### src/rtl/mux_scan_pkg.sv
// rtl/mux_scan_pkg.sv - shared state encodings, channel constants and counter-width helper for mux_scan_ctrl
package mux_scan_pkg;

    localparam int NCH  = 4;
    localparam int SELW = 2;

    typedef enum logic [1:0] {
        ST_IDLE   = 2'd0,
        ST_SETTLE = 2'd1,
        ST_DONE   = 2'd2
    } state_e;

    function automatic int cnt_width(input int dwell);
        return (dwell <= 1) ? 1 : $clog2(dwell);
    endfunction

endpackage

### src/rtl/dwell_timer.sv
// rtl/dwell_timer.sv - dwell counter with synchronous clear and terminal count at DWELL-1
module dwell_timer
    import mux_scan_pkg::*;
#(
    parameter int DWELL = 4
) (
    input  logic clk,
    input  logic rst_n,
    input  logic clr_i,
    output logic tc_o
);

    localparam int CW = cnt_width(DWELL);

    logic [CW-1:0] cnt_q;
    logic [CW-1:0] cnt_d;

    always_comb begin
        cnt_d = clr_i ? '0 : cnt_q + CW'(1);
    end

    always_ff @(posedge clk) begin
        if (!rst_n) begin
            cnt_q <= '0;
        end else begin
            cnt_q <= cnt_d;
        end
    end

    assign tc_o = (cnt_q == CW'(DWELL - 1));

endmodule

### src/rtl/mux_scan_ctrl.sv
// rtl/mux_scan_ctrl.sv - scans a 4:1 mux select and reassembles sampled bits; MUX_SCAN_CONT_EN enables back-to-back scans
module mux_scan_ctrl
    import mux_scan_pkg::*;
#(
    parameter int DWELL = 4
) (
    input  logic            clk,
    input  logic            rst_n,
    input  logic            start,
    input  logic            abort,
    input  logic            mux_o,
    output logic [SELW-1:0] sel,
    output logic            busy,
    output logic            done,
    output logic [NCH-1:0]  word
);

    state_e          state_q, state_d;
    logic [SELW-1:0] sel_q, sel_d;
    logic [NCH-1:0]  cap_q, cap_d;
    logic [NCH-1:0]  word_q, word_d;
    logic            cnt_clr;
    logic            tc;
    logic            last_ch;

    dwell_timer #(.DWELL(DWELL)) u_timer (
        .clk   (clk),
        .rst_n (rst_n),
        .clr_i (cnt_clr),
        .tc_o  (tc)
    );

    assign last_ch = (sel_q == SELW'(NCH - 1));

    always_ff @(posedge clk) begin
        if (!rst_n) begin
            state_q <= ST_IDLE;
            sel_q   <= '0;
            cap_q   <= '0;
            word_q  <= '0;
        end else begin
            state_q <= state_d;
            sel_q   <= sel_d;
            cap_q   <= cap_d;
            word_q  <= word_d;
        end
    end

    always_comb begin
        state_d = state_q;
        case (state_q)
            ST_IDLE: begin
                if (start && !abort) state_d = ST_SETTLE;
            end
            ST_SETTLE: begin
                if (abort) state_d = ST_IDLE;
                else if (tc && last_ch) state_d = ST_DONE;
            end
            ST_DONE: begin
`ifdef MUX_SCAN_CONT_EN
                state_d = abort ? ST_IDLE : ST_SETTLE;
`else
                state_d = ST_IDLE;
`endif
            end
            default: state_d = ST_IDLE;
        endcase
    end

    // Counter only runs while settling; every other state (and each channel boundary) restarts it.
    always_comb begin
        sel_d   = sel_q;
        cap_d   = cap_q;
        word_d  = word_q;
        cnt_clr = 1'b1;
        if (state_q == ST_SETTLE && !abort) begin
            cnt_clr = tc;
            if (tc) begin
                cap_d[sel_q] = mux_o;
                if (last_ch) begin
                    word_d = {mux_o, cap_q[NCH-2:0]};
                    sel_d  = '0;
                end else begin
                    sel_d  = sel_q + SELW'(1);
                end
            end
        end else begin
            sel_d = '0;
            if (state_q != ST_SETTLE || abort) cap_d = '0;
        end
    end

    always_comb begin
        busy = (state_q != ST_IDLE);
        done = (state_q == ST_DONE);
        sel  = sel_q;
        word = word_q;
    end

endmodule

### config.mk
export PLATFORM = sky130hd
export DESIGN_NAME = mux_scan_ctrl
export DESIGN_NICKNAME = d
export VERILOG_FILES = /design/src/rtl/mux_scan_pkg.sv /design/src/rtl/dwell_timer.sv /design/src/rtl/mux_scan_ctrl.sv
export SDC_FILE = /design/constraint.sdc
export NUM_CORES = 1
export LEC_CHECK = 0
export CAP_MARGIN = 25
export CORE_MARGIN = 4
export CORE_UTILIZATION = 42
export CTS_CLUSTER_SIZE = 28
export DETAILED_ROUTE_END_ITERATION = 12
export GPL_TIMING_DRIVEN = 0
export HOLD_SLACK_MARGIN = 0.05
export PLACE_DENSITY = 0.74
export SYNTH_ARGS = -nofsm -noshare
export SYNTH_HDL_FRONTEND = slang
export SYNTH_SLANG_ARGS = --single-unit
### constraint.sdc
create_clock -name clk -period 1.1 [get_ports clk]
set_input_delay 0.22 -clock clk [delete_from_list [all_inputs] [get_ports clk]]
set_output_delay 0.22 -clock clk [all_outputs]
set_load 0.01 [all_outputs]
======== After elaboration in Yosys (flattened, before gate mapping) ========
Index checks and enable logic that the tools add are counted.
storage, ports and cells
  input port bits ......................... 5
  output and inout bits ................... 8
  flip-flop bits (word level) ............. 14
  logic and storage cells ................. 44
operators by class
  muxes and demuxes ....................... 12
  equal/unequal tests ..................... 8
  $add $sub $neg .......................... 2
  magnitude comparators ................... 2
  bitwise gates (word level) .............. 1
  reduce and logical (&&, ||, !) cells .... 14
operators by type and width
  kind                   number
  $mux W4                3
  $mux W2                4
  $eq A2 B2 Y1 const B   3
  $reduce_and A2 Y1      3
  $add A2 B1 Y2 const B  2
  $bwmux W4              1
  $logic_and A1 B1 Y1    4
  $ne A2 B2 Y1 const B   2
  $pmux W2 S2            1
  $reduce_bool A2 Y1     2
  $lt A2 B3 Y1 const B   1
  $ne A3 B3 Y1 const B   1
  $reduce_and A3 Y1      1
  $demux W1 S2           1
  $eq A2 B1 Y1 const B   1
  $ge A2 B1 Y1 const B   1
  $logic_not A2 Y1       1
  $mux W1                2
  $ne A2 B1 Y1 const B   1
  $reduce_or A2 Y1       1
  $logic_not A1 Y1       1
  $logic_or A1 B1 Y1     1
  $not A1 Y1             1

======== Longest topological paths before layout ========
  depth after elaboration ................. 7
  mapped depth ............................ 5

======== Modules after synthesis ========
Synthesis repeated with hierarchy kept, for this count alone.
unflattened totals
  cell total of the unflattened synthesis .. 66
  area total of the unflattened synthesis .. 588.1 um^2
modules (own cells, without submodules)
  module         instances  area each (um^2)  cells an instance
  mux_scan_ctrl  1          514.2             61
  dwell_timer    1          73.8              5

======== Worst setup path before layout ========
Ideal clock, no wire load.
  path kind ............................... register to register
  start ................................... register sel_q[0] (netlist: sel[0])
  end ..................................... register word_q[0] (netlist: word[0])
  slack ................................... -0.163 ns
  arrival time ............................ 1.191 ns
  cell stages (with the launch flop) ...... 6
  period minus slack after synthesis ...... 1.263 ns
  required time ........................... 1.028 ns
  cell sequence ........................... dfxtp_1 -> ha_1 -> and2_4 -> and3_4 -> buf_6 -> mux2i_1
on the way
  longest elaborated chain between the ends .. 2
ends and longest elaborated chain
  what                                line                 source
  from (decl)                         mux_scan_ctrl.sv:19  logic [SELW-1:0] sel_q, sel_d;
  from (signal assigned)              mux_scan_ctrl.sv:43  sel_q <= sel_d;
  $eq A2 B2 Y1                        mux_scan_ctrl.sv:33  assign last_ch = (sel_q == SELW'(NCH - 1));
  $reduce_and A3 Y1 (no source line)  --
  to (signal assigned)                mux_scan_ctrl.sv:45  word_q <= word_d;
  to (decl)                           mux_scan_ctrl.sv:21  logic [NCH-1:0] word_q, word_d;
No other way between the ends.
A chain may end at the register's enable or synchronous reset.

======== Worst setup path after layout ========
  start ................................... register state_q[1]
  end ..................................... output busy
on the way
  longest elaborated chain between the ends .. 1
ends and longest elaborated chain
  what                    line                 source
  from (decl)             mux_scan_ctrl.sv:18  state_e state_q, state_d;
  from (signal assigned)  mux_scan_ctrl.sv:42  state_q <= state_d;
  $reduce_bool A2 Y1      mux_scan_ctrl.sv:94  busy = (state_q != ST_IDLE);
  to (decl)               mux_scan_ctrl.sv:13  output logic busy,
No other way between the ends.

==> impl_table.tex <==
\begin{tabular}{lr}
\hline
Metric & Value \\
\hline
\multicolumn{2}{l}{\textbf{Synthesis}} \\
Unique cell type count in the Yosys netlist & 21 \\
Synth Area per Inst & 9.25 um2 \\
Mapped Area & 592 um2 \\
Most area-consuming cells after synthesis & sky130\_fd\_sc\_hd\_\_dfxtp\_1 44\%, sky130\_fd\_sc\_hd\_\_ha\_1 11\%, sky130\_fd\_sc\_hd\_\_nand2\_1 8.9\%, sky130\_fd\_sc\_hd\_\_mux2i\_1 8.5\%, sky130\_fd\_sc\_hd\_\_a21oi\_1 3.4\% \\
Cells after Synth & 64 \\
Warning count from the yosys run & 0 \\
Count of state elements after synthesis & 13 \\
Synth top area share & 0.440 \\
Syn\_nets & 74 \\
Synth area leader & sky130\_fd\_sc\_hd\_\_dfxtp\_1 \\
Fraction of the yosys area taken by sequential cells & 0.440 \\
\multicolumn{2}{l}{\textbf{Layout}} \\
Most frequent standard cell in the layout excluding fill and tap cells & sky130\_fd\_sc\_hd\_\_nand2\_1 \\
Number of antenna diodes & 0 \\
Number of filler cells placed in the layout & 121 \\
Nets@finish & 94 \\
P\&R area growth vs syn & 38.7\% \\
Area of all placed cells without fillers & 821 um2 \\
Area used by sequential logic in the layout & 273 um2 \\
Non-filler cells, final & 98 \\
Multi-input gate area in the final layout & 349 um2 \\
Highest-count cells in the layout ignoring fill and taps & 14 x sky130\_fd\_sc\_hd\_\_nand2\_1, 7 x sky130\_fd\_sc\_hd\_\_dfxtp\_1, 5 x sky130\_fd\_sc\_hd\_\_mux2i\_1 \\
Layout cell share with drive strength beyond 1 & 0.373 \\
\multicolumn{2}{l}{\textbf{GRT}} \\
Met2 track demand over resource in global routing & 0.201 \\
Largest net degree at the start of global routing & 11 \\
All-Layer GR Usage & 0.130 \\
Global-route wire length before repair & 1.90 mm \\
Global Route met1 Usage & 0.149 \\
Number of global-route vias before repair & 464 \\
Routing layer with the top usage in global route & met2 \\
Sum of overflow across all layers after global routing & 0 \\
Fraction of met3 tracks used by global routing & 0.0435 \\
Antenna violations before repair & 0 \\
\multicolumn{2}{l}{\textbf{Critical path}} \\
Category of cells accounting for the largest share of critical-path delay & flip-flops \\
Worst-path cell with the longest stage delay & sky130\_fd\_sc\_hd\_\_dfxtp\_2 \\
Series of cell instances along the critical path & or2\_4 -> buf\_6 \\
Endpoint type of the worst setup path & output pin \\
Critical path arrival & 0.98 ns \\
Required time reported for the critical path endpoint & 0.88 ns \\
Buffers and inverters on the worst path & 1 \\
Kind of start point of the critical path & register \\
Crit-path max FO & 3 \\
Critical path's largest stage delay & 0.33 ns \\
Setup Crit Path Kind & register to output pin \\
\multicolumn{2}{l}{\textbf{Timing}} \\
Tmin final & 1.20 ns \\
Final-report max-slew violation count & 0 \\
Final worst clock skew & 0.00622 ns \\
Slew @ Worst Pin & 0.178 ns \\
Final-layout setup total negative slack & -0.102 ns \\
Worst hold-check slack & 0.435 ns \\
Number of hold-slack violations in the final timing report & 0 \\
Setup slack of the critical path after layout & -0.101 ns \\
Maximum achievable frequency & 832 MHz \\
Setup violation total in the final timing report & 2 \\
Share of the cycle needed by the critical path after routing & 1.09 \\
Remaining max-slew budget at the tightest pin & 0.881 \\
RSZ-0062 raised after global routing & true \\
\multicolumn{2}{l}{\textbf{Place}} \\
Minimum setup slack after placement & -0.250 ns \\
Placer Congestion & 0.664 \\
Placed wire-length estimate & 758 um \\
Placed insts & 91 \\
Number of port buffers & 12 \\
Dpl cell area & 753 um2 \\
\multicolumn{2}{l}{\textbf{Drt}} \\
Number of nets still failing antenna checks after routing & 0 \\
DR vias/cell & 4.90 \\
Via count & 480 \\
DRC violations left & 0 \\
Length of the first detailed-routing pass in iterations & 3 \\
Drt total wl & 1.09 mm \\
Routed len/inst & 11.1 um \\
DRC marker count from the first detailed-route iteration & 3 \\
\multicolumn{2}{l}{\textbf{Floorplan}} \\
Die area & 2070 um2 \\
Number of placement rows & 13 \\
Chip width & 45.5 um \\
Effective utilization at floorplan & 0.449 \\
CORE AREA & 1320 um2 \\
Count of boundary I/O pins & 13 \\
Die extent in y & 45.5 um \\
\multicolumn{2}{l}{\textbf{Power and ir drop}} \\
Sequential share of power & 0.584 \\
Switching power as a share of total power & 0.215 \\
Combinational fraction of design power & 0.054 \\
Power density over the cells & 985 nW/um2 \\
Int Pwr & 0.634 mW \\
Share of total power in the clock network & 0.361 \\
Leak & 0.304 nW \\
Worst ir drop on vdd & 0.672 mV \\
Net switching power of the design & 0.174 mW \\
\multicolumn{2}{l}{\textbf{Run status}} \\
Failing checks & setup timing \\
Status & complete, but fails checks \\
\multicolumn{2}{l}{\textbf{Clock network}} \\
Clock network latency to the later pin of the worst-skew pair & 0.28 ns \\
Cts bufs inserted & 3 \\
Maximum level of the CTS H-tree & 1 \\
Clock sinks & 13 \\
Clock tree from TritonCTS & built \\
Clk Tree Root Cell & sky130\_fd\_sc\_hd\_\_clkbuf\_4 \\
Hold buffer count at cts & 0 \\
Clock-pin slew of the registers on the worst-case setup and hold paths & 0.08 ns \\
Number of buffers between clock root and the deepest sink & 2 \\
\multicolumn{2}{l}{\textbf{Job}} \\
Total of max-cap violations & 0 \\
\multicolumn{2}{l}{\textbf{Min path}} \\
Worst hold path type & register to register \\
\hline
\end{tabular}
-- final cells by class --
type                    count  area share
plain buffers               2      0.0152
clock buffers               4      0.0320
inverters                   3      0.0137
multi-input cells          45       0.425
flip-flops and latches     13       0.332
well taps                  15      0.0229
repair buffers             16       0.159
-- state kept, by name, summed over array words and instances, names as in the netlist --
signal,cells
cap_q,3
state_q,2
word,4
sel,2
u_timer.cnt_q,2
-- routing by layer --
layer,part of all wire,vias up
li1,-,249
met1,0.43,216
met2,0.47,10
met3,0.057,5
met4,0.033,0
met5,0,-
-- timing repair --
action | 4_1_cts | 5_1_grt
pin swaps | 2 | 1
resized for setup | 27 | 13
hold endpoints to repair | 0 | 0
buffers inserted | 4 | 0
endpoints found under the setup margin | 13 | 15
-- cells in the mapped netlist --
library cell and count:
sky130_fd_sc_hd__a21oi_1 4, sky130_fd_sc_hd__and2_4 1, sky130_fd_sc_hd__and3_4 1, sky130_fd_sc_hd__and4_1 1, sky130_fd_sc_hd__buf_2 2, sky130_fd_sc_hd__buf_6 1, sky130_fd_sc_hd__dfxtp_1 13, sky130_fd_sc_hd__ha_1 5
sky130_fd_sc_hd__inv_1 3, sky130_fd_sc_hd__mux2i_1 5, sky130_fd_sc_hd__nand2_1 14, sky130_fd_sc_hd__nand3_1 3, sky130_fd_sc_hd__nand3_2 1, sky130_fd_sc_hd__nand3b_1 1, sky130_fd_sc_hd__nor2_1 2, sky130_fd_sc_hd__nor2_2 1
sky130_fd_sc_hd__nor2b_1 1, sky130_fd_sc_hd__nor3_1 1, sky130_fd_sc_hd__nor3b_1 2, sky130_fd_sc_hd__o22ai_1 1, sky130_fd_sc_hd__or2_2 1
-- power by group through the flow --
stage	logic (mW)	registers, mW	clock network [mW]
2_1_floorplan	0.0162	0.482	0
3_3_place_gp	0.0398	0.482	0
3_5_place_dp	0.0404	0.483	0
4_1_cts	0.0439	0.472	0.301
5_1_grt	0.0484	0.473	0.328
6_report	0.0439	0.472	0.292
-- per-stage QoR --
step            util  power, mW
2_1_floorplan      -      0.498
3_3_place_gp   0.572      0.522
3_5_place_dp   0.572      0.523
4_1_cts        0.619      0.817
5_1_grt        0.623      0.850
6_report       0.623      0.808
-- logic make-up (layout without fill, tap and decap cells) --
group	count (synthesis)	after routing	synth area share
and+or+nand+nor	30	30	0.271
DFF	13	13	0.440
buffers and inverters	6	25	0.0550
adders and majority gates	5	5	0.106
AOI/OAI and AO/OA	5	5	0.0444
muxes	5	5	0.0846
-- worst paths after layout --
kind	startpoint	end	slack (ns)	cells after the start
max	state_q[1]	busy	-0.10	2
min	u_timer.cnt_q[0]	u_timer.cnt_q[0]	0.44	1
max reg2reg	sel[1]	word[3]	0	4
min reg2reg	u_timer.cnt_q[0]	u_timer.cnt_q[0]	0.44	1
(Power assumes the default switching activity.)
